==> config.mk <==
export PLATFORM = sky130hd
export DESIGN_NAME = anton_neopixel_rx
export DESIGN_NICKNAME = d
export VERILOG_FILES = /design/src/rtl/anton_neopixel_rx_pkg.sv /design/src/rtl/anton_sync_edge.sv /design/src/rtl/anton_neopixel_rx.sv
export SDC_FILE = /design/constraint.sdc
export NUM_CORES = 1
export LEC_CHECK = 0
export ABC_AREA = 1
export CORE_ASPECT_RATIO = 0.7
export CORE_MARGIN = 8
export CORE_UTILIZATION = 25
export CTS_BUF_LIST = sky130_fd_sc_hd__clkbuf_8 sky130_fd_sc_hd__clkbuf_16
export DETAILED_ROUTE_END_ITERATION = 8
export PLACE_DENSITY = 0.37
export SYNTH_ARGS = -nofsm -noshare
export SYNTH_HDL_FRONTEND = slang
export SYNTH_SLANG_ARGS = --single-unit
==> constraint.sdc <==
create_clock -name clk7mhz -period 2.55 [get_ports clk7mhz]
set_clock_uncertainty 0.1 [all_clocks]
set_input_delay 0.765 -clock clk7mhz [delete_from_list [all_inputs] [get_ports clk7mhz]]
set_output_delay 0.765 -clock clk7mhz [all_outputs]
set_load 0.02 [all_outputs]
==> src/rtl/anton_neopixel_rx_pkg.sv <==
// anton_neopixel_rx_pkg
//   Shared definitions for the NeoPixel receiver:
//   - rx_state_t     : 2-bit receiver FSM encodings (SYNC / IDLE / HIGH / LOW)
//   - ERR_*          : error codes reported on last_err when the optional
//                      error counter (NEOPIXEL_RX_ERR_CNT_EN) is built in
//   - clog2()        : ceiling log2 used to size counters and addresses
//   - wire_to_brg()  : re-pack a wire-order {G,R,B} word into {B,R,G}
package anton_neopixel_rx_pkg;

  typedef enum logic [1:0] {
    ENUM_RX_SYNC = 2'd0,
    ENUM_RX_IDLE = 2'd1,
    ENUM_RX_HIGH = 2'd2,
    ENUM_RX_LOW  = 2'd3
  } rx_state_t;

  localparam logic [1:0] ERR_NONE      = 2'd0;
  localparam logic [1:0] ERR_LONG_HIGH = 2'd1;
  localparam logic [1:0] ERR_PARTIAL   = 2'd2;
  localparam logic [1:0] ERR_OVERFLOW  = 2'd3;

  // Index of the last bit of a 24-bit pixel.
  localparam logic [4:0] BIT_LAST = 5'd23;

  // Ceiling log2, never smaller than 1 so every derived vector has a bit.
  function automatic int clog2(input int value);
    int result;
    result = 1;
    for (int i = 1; i < 31; i++) begin
      if ((32'sd1 <<< i) < value) begin
        result = i + 1;
      end else begin
        result = result;
      end
    end
    return result;
  endfunction

  // Wire order is G7..G0, R7..R0, B7..B0; the pixel buffer stores {B,R,G}.
  function automatic logic [23:0] wire_to_brg(input logic [23:0] wire_word);
    return {wire_word[7:0], wire_word[15:8], wire_word[23:16]};
  endfunction

endpackage

==> src/rtl/anton_sync_edge.sv <==
// anton_sync_edge
//   Two-flop synchronizer for an asynchronous input followed by a registered
//   edge detector. rise/fall pulse for one clock, three clocks after the pad
//   edge; level is the synchronized input aligned with those pulses, so a
//   width counted on level matches the distance between rise and fall.
// Ports:
//   clk    in  clock
//   rst_n  in  asynchronous active-low reset
//   din    in  asynchronous input
//   level  out synchronized level (aligned with rise/fall)
//   rise   out one-cycle pulse on a 0->1 transition
//   fall   out one-cycle pulse on a 1->0 transition
module anton_sync_edge (
  input  logic clk,
  input  logic rst_n,
  input  logic din,
  output logic level,
  output logic rise,
  output logic fall
);

  logic meta_r;
  logic sync_r;
  logic dly_r;

  // Synchronizer chain plus one delay stage for edge comparison.
  always_ff @(posedge clk or negedge rst_n) begin
    if (!rst_n) begin
      meta_r <= 1'b0;
      sync_r <= 1'b0;
      dly_r  <= 1'b0;
    end else begin
      meta_r <= din;
      sync_r <= meta_r;
      dly_r  <= sync_r;
    end
  end

  // Registered edge pulses.
  always_ff @(posedge clk or negedge rst_n) begin
    if (!rst_n) begin
      rise <= 1'b0;
      fall <= 1'b0;
    end else begin
      rise <= sync_r & ~dly_r;
      fall <= ~sync_r & dly_r;
    end
  end

  assign level = dly_r;

endmodule

==> src/rtl/anton_neopixel_rx.sv <==
// anton_neopixel_rx
//   Decodes the single-wire NeoPixel stream into 24-bit pixels. A bit is a
//   high pulse whose width selects 0/1; a long low gap ends the frame. Each
//   completed pixel produces one write strobe into the pixel buffer.
//   Optional build macro NEOPIXEL_RX_ERR_CNT_EN adds err_count / last_err.
// Ports:
//   clk7mhz      in  system clock
//   rst_n        in  asynchronous active-low reset
//   neo_in       in  asynchronous serial input
//   rx_en        in  receiver enable; low forces SYNC
//   pixel_valid  out one-cycle pixel write strobe
//   pixel_index  out buffer address of pixel_data
//   pixel_data   out {B,R,G}
//   frame_done   out one-cycle pulse at a valid end of frame
//   pixel_count  out pixels in the last completed frame
//   rx_error     out sticky error; cleared by frame_done of a clean frame
//   err_count    out (optional) saturating error-event count
//   last_err     out (optional) code of the most recent error
module anton_neopixel_rx
  import anton_neopixel_rx_pkg::*;
#(
  parameter int BUFFER_END = 31,
  parameter int T_ONE_MIN  = 4,
  parameter int T_HIGH_MAX = 7,
  parameter int T_RESET    = 350,
  localparam int PIX_BITS  = clog2(BUFFER_END + 1),
  localparam int CNT_BITS  = clog2(T_RESET + 1)
) (
  input  logic                clk7mhz,
  input  logic                rst_n,
  input  logic                neo_in,
  input  logic                rx_en,
  output logic                pixel_valid,
  output logic [PIX_BITS-1:0] pixel_index,
  output logic [23:0]         pixel_data,
  output logic                frame_done,
  output logic [PIX_BITS:0]   pixel_count,
  output logic                rx_error
`ifdef NEOPIXEL_RX_ERR_CNT_EN
  ,
  output logic [7:0]          err_count,
  output logic [1:0]          last_err
`endif
);

  localparam logic [CNT_BITS-1:0] CNT_ONE_C    = CNT_BITS'(1);
  localparam logic [CNT_BITS-1:0] CNT_MAX_C    = {CNT_BITS{1'b1}};
  localparam logic [CNT_BITS-1:0] ONE_MIN_C    = CNT_BITS'(T_ONE_MIN);
  localparam logic [CNT_BITS-1:0] HIGH_MAX_C   = CNT_BITS'(T_HIGH_MAX);
  // Low-count value in the cycle that is the T_RESET-th low clock.
  localparam logic [CNT_BITS-1:0] RESET_LAST_C = CNT_BITS'(T_RESET - 1);
  localparam logic [PIX_BITS:0]   PIX_ONE_C    = (PIX_BITS + 1)'(1);
  localparam logic [PIX_BITS:0]   PIX_LAST_C   = (PIX_BITS + 1)'(BUFFER_END);

  function automatic logic [CNT_BITS-1:0] sat_inc(input logic [CNT_BITS-1:0] value);
    if (value == CNT_MAX_C) begin
      return value;
    end else begin
      return value + CNT_ONE_C;
    end
  endfunction

  logic level_s;
  logic rise_s;
  logic fall_s;

  rx_state_t state_r;
  rx_state_t state_nxt_s;

  logic [CNT_BITS-1:0] hcnt_r;
  logic [CNT_BITS-1:0] lcnt_r;
  logic [22:0]         shift_r;
  logic [4:0]          bit_cnt_r;
  logic [PIX_BITS:0]   pix_r;
  logic                frame_err_r;

  logic        sync_done_s;
  logic        start_s;
  logic        long_high_s;
  logic        bit_s;
  logic        bit_val_s;
  logic        pix_done_s;
  logic        ovf_s;
  logic        low_rise_s;
  logic        frame_end_s;
  logic        frame_ok_s;
  logic        partial_s;
  logic [23:0] shift_in_s;

  anton_sync_edge u_sync_edge (
    .clk   (clk7mhz),
    .rst_n (rst_n),
    .din   (neo_in),
    .level (level_s),
    .rise  (rise_s),
    .fall  (fall_s)
  );

  // FSM state register.
  always_ff @(posedge clk7mhz or negedge rst_n) begin
    if (!rst_n) begin
      state_r <= ENUM_RX_SYNC;
    end else begin
      state_r <= state_nxt_s;
    end
  end

  // FSM next-state logic.
  always_comb begin
    state_nxt_s = state_r;
    if (!rx_en) begin
      state_nxt_s = ENUM_RX_SYNC;
    end else begin
      case (state_r)
        ENUM_RX_SYNC: begin
          if (sync_done_s) state_nxt_s = ENUM_RX_IDLE;
          else             state_nxt_s = ENUM_RX_SYNC;
        end
        ENUM_RX_IDLE: begin
          if (start_s) state_nxt_s = ENUM_RX_HIGH;
          else         state_nxt_s = ENUM_RX_IDLE;
        end
        ENUM_RX_HIGH: begin
          if (long_high_s) state_nxt_s = ENUM_RX_SYNC;
          else if (bit_s)  state_nxt_s = ENUM_RX_LOW;
          else             state_nxt_s = ENUM_RX_HIGH;
        end
        ENUM_RX_LOW: begin
          if (low_rise_s)       state_nxt_s = ENUM_RX_HIGH;
          else if (frame_end_s) state_nxt_s = ENUM_RX_IDLE;
          else                  state_nxt_s = ENUM_RX_LOW;
        end
        default: state_nxt_s = ENUM_RX_SYNC;
      endcase
    end
  end

  // FSM output decode: per-cycle events consumed by the datapath.
  always_comb begin
    sync_done_s = 1'b0;
    start_s     = 1'b0;
    long_high_s = 1'b0;
    bit_s       = 1'b0;
    low_rise_s  = 1'b0;
    frame_end_s = 1'b0;
    case (state_r)
      ENUM_RX_SYNC: sync_done_s = rx_en & ~level_s & (lcnt_r >= RESET_LAST_C);
      ENUM_RX_IDLE: start_s     = rx_en & rise_s;
      ENUM_RX_HIGH: begin
        // Over-long check wins over a fall arriving in the same cycle.
        long_high_s = rx_en & (hcnt_r > HIGH_MAX_C);
        bit_s       = rx_en & fall_s & ~(hcnt_r > HIGH_MAX_C);
      end
      ENUM_RX_LOW: begin
        // A rise in the cycle the gap would reach T_RESET keeps the frame.
        low_rise_s  = rx_en & rise_s;
        frame_end_s = rx_en & ~rise_s & (lcnt_r >= RESET_LAST_C);
      end
      default: begin
        sync_done_s = 1'b0;
      end
    endcase
    bit_val_s  = (hcnt_r >= ONE_MIN_C);
    shift_in_s = {shift_r, bit_val_s};
    pix_done_s = bit_s & (bit_cnt_r == BIT_LAST);
    ovf_s      = pix_done_s & (pix_r > PIX_LAST_C);
    frame_ok_s = frame_end_s & (bit_cnt_r == 5'd0);
    partial_s  = frame_end_s & (bit_cnt_r != 5'd0);
  end

  // Datapath: width counters, bit assembly, pixel strobe and frame status.
  always_ff @(posedge clk7mhz or negedge rst_n) begin
    if (!rst_n) begin
      hcnt_r      <= '0;
      lcnt_r      <= '0;
      shift_r     <= 23'd0;
      bit_cnt_r   <= 5'd0;
      pix_r       <= '0;
      frame_err_r <= 1'b0;
      pixel_valid <= 1'b0;
      pixel_index <= '0;
      pixel_data  <= 24'd0;
      frame_done  <= 1'b0;
      pixel_count <= '0;
      rx_error    <= 1'b0;
    end else begin
      pixel_valid <= 1'b0;
      frame_done  <= 1'b0;
      if (!rx_en) begin
        // Drop any partial pixel; SYNC restarts its low count from zero.
        hcnt_r    <= '0;
        lcnt_r    <= '0;
        bit_cnt_r <= 5'd0;
      end else begin
        case (state_r)
          ENUM_RX_SYNC: begin
            if (level_s) lcnt_r <= '0;
            else         lcnt_r <= sat_inc(lcnt_r);
          end
          ENUM_RX_IDLE: begin
            if (start_s) begin
              hcnt_r      <= CNT_ONE_C;
              bit_cnt_r   <= 5'd0;
              pix_r       <= '0;
              frame_err_r <= 1'b0;
            end
          end
          ENUM_RX_HIGH: begin
            if (long_high_s) begin
              rx_error    <= 1'b1;
              frame_err_r <= 1'b1;
              lcnt_r      <= '0;
              bit_cnt_r   <= 5'd0;
            end else if (bit_s) begin
              shift_r <= shift_in_s[22:0];
              lcnt_r  <= CNT_ONE_C;
              if (pix_done_s) begin
                bit_cnt_r <= 5'd0;
                if (ovf_s) begin
                  // Buffer full: pixel decoded but not written; pix stays saturated.
                  rx_error    <= 1'b1;
                  frame_err_r <= 1'b1;
                end else begin
                  pixel_valid <= 1'b1;
                  pixel_index <= pix_r[PIX_BITS-1:0];
                  pixel_data  <= wire_to_brg(shift_in_s);
                  pix_r       <= pix_r + PIX_ONE_C;
                end
              end else begin
                bit_cnt_r <= bit_cnt_r + 5'd1;
              end
            end else begin
              hcnt_r <= sat_inc(hcnt_r);
            end
          end
          ENUM_RX_LOW: begin
            if (low_rise_s) begin
              hcnt_r <= CNT_ONE_C;
            end else if (frame_end_s) begin
              lcnt_r    <= '0;
              bit_cnt_r <= 5'd0;
              if (frame_ok_s) begin
                frame_done  <= 1'b1;
                pixel_count <= pix_r;
                if (!frame_err_r) rx_error <= 1'b0;
              end else begin
                rx_error    <= 1'b1;
                frame_err_r <= 1'b1;
              end
            end else begin
              lcnt_r <= sat_inc(lcnt_r);
            end
          end
          default: begin
            lcnt_r <= '0;
          end
        endcase
      end
    end
  end

`ifdef NEOPIXEL_RX_ERR_CNT_EN
  logic       err_evt_s;
  logic [1:0] err_code_s;

  // Classify this cycle's error event, if any.
  always_comb begin
    err_evt_s  = 1'b0;
    err_code_s = ERR_NONE;
    if (long_high_s) begin
      err_evt_s  = 1'b1;
      err_code_s = ERR_LONG_HIGH;
    end else if (partial_s) begin
      err_evt_s  = 1'b1;
      err_code_s = ERR_PARTIAL;
    end else if (ovf_s) begin
      err_evt_s  = 1'b1;
      err_code_s = ERR_OVERFLOW;
    end else begin
      err_evt_s  = 1'b0;
      err_code_s = ERR_NONE;
    end
  end

  // Saturating error-event counter and last error code.
  always_ff @(posedge clk7mhz or negedge rst_n) begin
    if (!rst_n) begin
      err_count <= 8'd0;
      last_err  <= ERR_NONE;
    end else if (err_evt_s) begin
      last_err <= err_code_s;
      if (err_count != 8'hff) err_count <= err_count + 8'd1;
    end
  end
`endif

endmodule
# --- Word-level counts from Yosys, hierarchy flattened ---
# Index checks and enable logic that the tools add are counted.
word_totals:
  ff_bits: 98
  latch_bits: 0
  mem_bits_rw: 0
  mem_bits_ro: 0
  inputBits: 4
  out_inout_bits: 38
  n_memories: 0
classes:
  n_addsub: 4
  multipliers: 0
  div_mod_pow: 0
  magnitude_cmp: 4
  eq_ne: 28
  n_shift: 0
  mux: 68
  n_bitwise: 20
  reduce_logical: 14
ops:
  columns: ["cell", "count"]
  rows:
  - ["$mux W9", 13]
  - ["$pmux W9 S3", 2]
  - ["$mux W5", 7]
  - ["$ne A3 B3 Y1 const B", 11]
  - ["$mux W1", 31]
  - ["$mux W6", 5]
  - ["$add A9 B1 Y9 const B", 2]
  - ["$eq A9 B9 Y1 const B", 2]
  - ["$ne A2 B2 Y1 const B", 8]
  - ["$pmux W5 S3", 1]
  - ["$and A1 B1 Y1", 13]
  - ["$pmux W6 S2", 1]
  - ["$reduce_and A6 Y1", 2]
  - ["$mux W2", 5]
  - ["$reduce_and A5 Y1", 2]
  - ["$ge A9 B3 Y1 const B", 1]
  - ["$ge A9 B9 Y1 const B", 1]
  - ["$gt A9 B3 Y1 const B", 1]
  - ["$reduce_and A9 Y1", 1]
  - ["$ne A4 B1 Y1 const B", 2]
  - ["$pmux W2 S4", 1]
  - ["$reduce_and A8 Y1", 1]
  - ["$not A1 Y1", 7]
  - ["$reduce_and A7 Y1", 1]
  - ["other kinds (15)", 17]

# --- Logic depth before layout (Yosys ltp) ---
depth:
  word_depth: 12
  ltp_mapped: 13
  ltp_nobuf: 13

# --- Cells and area by module ---
# From an unflattened synthesis, not the netlist that was laid out.
hier_totals:
  hier_cells: 536
  hier_area_um2: 4561.9
modules_own_cells:
  columns: ["module", "n_inst", "cells_per_inst", "area_per_inst_um2", "seq_area_each_um2"]
  rows:
  - ["anton_neopixel_rx", 1, 527, 4421.7, 2327.2]
  - ["anton_sync_edge", 1, 9, 140.1, 125.1]

# --- Least setup slack after synthesis ---
# OpenSTA, ideal clock, no wires.
synth_path:
  path_kind: "input port to flip-flop"
  from: "in rx_en"
  to: "reg hcnt_r[0]"
  arrival_ns: 1.871
  slack_ns: 0.449
  path_stages: 10
  path_buffers: 1
  path_cell_list: "buf_2 inv_1 nor2_1 nand2_1 nand2_1 nor2_1 nand3_1 clkinv_1 o211ai_1 o21ai_0"
synth_between:
  elab_chain_len: 5
synth_rtl:
  columns: ["item", "line", "rtl"]
  rows:
  - ["start, declared", "anton_neopixel_rx.sv:32", "input logic rx_en,"]
  - ["$and A1 B1 Y1 (2 in a row)", "anton_neopixel_rx.sv:152", "bit_s = rx_en & fall_s & ~(hcnt_r > HIGH_MAX_C);"]
  - ["$mux W1", "anton_neopixel_rx.sv:146", "case (state_r)"]
  - ["$ne A3 B3 Y1 (no source line)", null, null]
  - ["$reduce_and A6 Y1 (no source line)", null, null]
  - ["end signal, assigned", "anton_neopixel_rx.sv:233", "hcnt_r <= sat_inc(hcnt_r);"]
  - ["end, declared", "anton_neopixel_rx.sv:70", "logic [CNT_BITS-1:0] hcnt_r;"]
# Parallel ways exist; a longest one is shown, timed or not.
# A chain may end at the register's enable or synchronous reset.

# --- Final worst setup path ---
layout_path:
  from: "in rx_en"
  to: "reg pixel_index[3]"
layout_between:
  elab_chain_len: 7
layout_rtl:
  columns: ["item", "line", "rtl"]
  rows:
  - ["$and A1 B1 Y1 (2 in a row)", "anton_neopixel_rx.sv:152", null]
  - ["$mux W1", "anton_neopixel_rx.sv:146", null]
  - ["$and A1 B1 Y1", "anton_neopixel_rx.sv:165", "pix_done_s = bit_s & (bit_cnt_r == BIT_LAST);"]
  - ["$and A1 B1 Y1", "anton_neopixel_rx.sv:166", "ovf_s = pix_done_s & (pix_r > PIX_LAST_C);"]
  - ["$not A1 Y1 (no source line)", null, null]
  - ["$reduce_and A6 Y1 (no source line) *", null, null]
  - ["end signal, assigned", "anton_neopixel_rx.sv:225", "pixel_index <= pix_r[PIX_BITS-1:0];"]
  - ["end, declared", "anton_neopixel_rx.sv:34", "output logic [PIX_BITS-1:0] pixel_index,"]
# Every way passes the cells marked *; elsewhere a longest branch is shown, timed or not.

==> results.py <==
metrics = {
    "synth": {
        "syn_area_um2": 4500,
        "yosysWarnings": 0,
        "syn_inst": 532,
        "syn_area_per_cell_um2": 8.46,
        "mappedNetlistNets": 548,
        "synth-seq-cells": 98,
        "synth_cell_types": 30,
        "seq_area_frac_synth": 0.545,
    },
    "pwr": {
        "clkPwrFrac": 0.449,
        "power_density_nw_per_um2": 539,
        "switching_share": 0.227,
        "p_seq_frac": 0.518,
        "power.switching_w": 0.000692,
        "vdd_drop_max_mv": 0.296,
        "p_leak_nw": 2.64,
        "p_comb_frac": 0.033,
        "p_int_w": 0.00236,
    },
    "cells_and_area": {
        "syn_to_final_growth_pct": 25.8,
        "antenna_cells": 0,
        "utilization": 0.317,
        "nets": 616,
        "regArea_um2": 2450,
        "nFillCells": 1898,
        "multiInputGateArea_um2": 1690,
        "layout_commonest_cell": "nand2_1",
        "drive_gt1_frac": 0.0992,
        "final_cell_mix": "154 x nand2_1, 98 x dfrtp_1, 67 x inv_1",
    },
    "clock_network": {
        "cts_root_buf": "clkbuf_16",
        "htreeDepth": 3,
        "clk_latency_ns": 0.35,
        "cts_resized": 0,
        "cts_setup_buffers": 0,
        "clockBufferDepth": 2,
        "cts_tree": "built",
        "cts.sinks": 98,
        "cts_made_buffers": 9,
        "cts_hold_buf": 0,
        "clkSlewWorstSetupHoldPaths_ns": 0.07,
    },
    "hold_path": {
        "min_path_type": "primary input to asynchronous set/reset pin",
    },
    "setup_path": {
        "critPathRequiredTime_ns": 2.74,
        "startpoint_type": "primary input",
        "cp.arrival_ns": 2.51,
        "worstSetupPathType": "primary input to flop",
        "end_kind": "flop",
        "cpPeakStageDelay_ns": 0.54,
        "critPathMaxFanout": 54,
        "cp_cell_sequence": "clkdlybuf4s50_1 -> nand2_1 -> inv_2 -> nand4_4 -> nor2_2 -> inv_2 -> or2_2 -> buf_12 -> inv_2 -> nand2_1 -> nand2_1",
        "crit_family": "buffers and inverters",
        "slowest_stage": "clkdlybuf4s50_1",
        "cp.buffers_inverters": 5,
    },
    "route": {
        "wl_met2_um": 4240,
        "finalWirelength_um": 11000,
        "drt_first_iter_violations": 267,
        "highest_layer": "met4",
        "wire_per_inst_um": 13.0,
        "dr_wl_met3_um": 487,
        "drt-met1-wl_um": 6130,
        "via_per_inst": 4.21,
        "ant_nets": 0,
        "num_vias": 3541,
        "drc_errors": 0,
        "first_pass_iters": 4,
    },
    "die": {
        "ioPinCount": 42,
        "die_w_um": 176,
        "fp-row-count": 41,
        "die_area_um2": 22600,
        "die_h_um": 128,
        "initial_utilization": 0.252,
        "core-area_um2": 17900,
    },
    "timing": {
        "slew_headroom": 0.766,
        "fin_hold_ws_ns": 0.215,
        "fmax_ghz": 0.431,
        "finalCriticalPeriod_ns": 2.32,
        "slew_violations": 0,
        "final_hold_viol_count": 0,
        "rsz0062_at_grt": "false",
        "tightest_slew_ns": 0.350,
        "finalCritPeriodShare": 0.910,
        "setup_viol": 0,
    },
    "global_routing": {
        "grt_pass1_vias": 3452,
        "globalRouteOverflowTotal": 0,
        "grt_usage": 0.102,
        "antenna_found_initial": 0,
        "grt_pass1_wl_um": 18300,
        "grt_max_degree": 55,
    },
    "status": {
        "status": "completed",
    },
    "place": {
        "gp_congestion": 0.748,
        "hpwlAfterDp_um": 7840,
        "portBuffers": 41,
    },
    "run": {
        "cap_violations": 0,
    },
}
==> power groups by stage <==
| stage | logic (W) | clock network [W] | registers (W) |
|---|---|---|---|
| 3_3_place_gp | 0.000103 | 0 | 0.00161 |
| 4_1_cts | 0.000104 | 0.00144 | 0.00158 |
| 2_1_floorplan | 0.0000321 | 0 | 0.00161 |
| 5_1_grt | 0.000116 | 0.00149 | 0.00158 |
| 3_5_place_dp | 0.000103 | 0 | 0.00161 |
| 6_report | 0.0000994 | 0.00137 | 0.00158 |
==> registers in the layout (all words and copies together), names as in the netlist, 2 cells and up <==
register     count
pixel_data      24
shift_r         23
hcnt_r           9
lcnt_r           9
pix_r            6
pixel_count      6
bit_cnt_r        5
pixel_index      5
state_r          2
==> metrics by stage <==
stage,setup slack (ns),TNS (ns),power (W),std cells,area [um^2]
3_3_place_gp,-0.145,-5.04,0.00171,825,5370
6_report,0.229,0,0.00305,841,5660
2_1_floorplan,0.449,0,0.00164,532,4500
3_5_place_dp,-0.159,-4.31,0.00171,825,5370
4_1_cts,0.212,0,0.00312,841,5660
5_1_grt,0.0829,0,0.00319,841,5660
==> path summary, 6_finish.rpt <==
check,from,end,slack (ns),depth (start not counted)
min,rst_n,frame_done,0.22,1
min reg2reg,u_sync_edge.meta_r,u_sync_edge.sync_r,0.27,0
max in group asynchronous,rst_n,u_sync_edge.rise,1.47,2
max,rx_en,pixel_index[3],0.23,11
min in group clk7mhz,u_sync_edge.meta_r,u_sync_edge.sync_r,0.27,0
max reg2reg,hcnt_r[0],hcnt_r[6],0.44,11
==> cell type report <==
type / instances / share of cell area
inverter: 70 / 0.0464
timing repair buffer: 72 / 0.118
tap: 236 / 0.0522
multi-input combinational: 349 / 0.299
clock inverter: 7 / 0.0119
sequential: 98 / 0.433
clock buffer: 9 / 0.0398
==> routing by layer <==
layer	track usage	vias up
met5	0	-
met4	0.0281	0
met3	0.0353	6
met2	0.134	49
met1	0.151	1660
li1	-	1826
==> synth_stat cells <==
cell type | number | area share
o21ai_0 | 42 | 0.047
inv_1 | 65 | 0.054
buf_6 | 4 | 0.010
nand2_1 | 154 | 0.13
o22ai_1 | 1 | 0.0014
a21oi_2 | 1 | 0.0019
a31o_2 | 1 | 0.0019
nand4_1 | 8 | 0.011
nor3_1 | 5 | 0.0056
inv_2 | 3 | 0.0025
dfrtp_1 | 98 | 0.54
nand4_4 | 1 | 0.0047
or2_1 | 1 | 0.0014
o21ai_2 | 5 | 0.0097
a21oi_1 | 8 | 0.0089
clkinv_1 | 2 | 0.0017
buf_4 | 1 | 0.0017
nand3b_1 | 2 | 0.0033
clkbuf_1 | 8 | 0.0067
xnor2_1 | 3 | 0.0058
o21ai_1 | 19 | 0.021
ha_1 | 12 | 0.033
buf_2 | 2 | 0.0022
nor2_2 | 1 | 0.0014
nand3_1 | 32 | 0.036
xor2_1 | 6 | 0.012
nand2_2 | 1 | 0.0014
o211ai_1 | 2 | 0.0033
nor2_1 | 43 | 0.036
nor4_1 | 1 | 0.0014
==> logic make-up after synthesis <==
family          synth area share
fa+ha+maj                 0.0334
xor+xnor                  0.0175
simple gates               0.230
compound gates            0.0951
buf+inv                   0.0790
flops                      0.545
No activity file was read; power rests on OpenSTA's default activity.
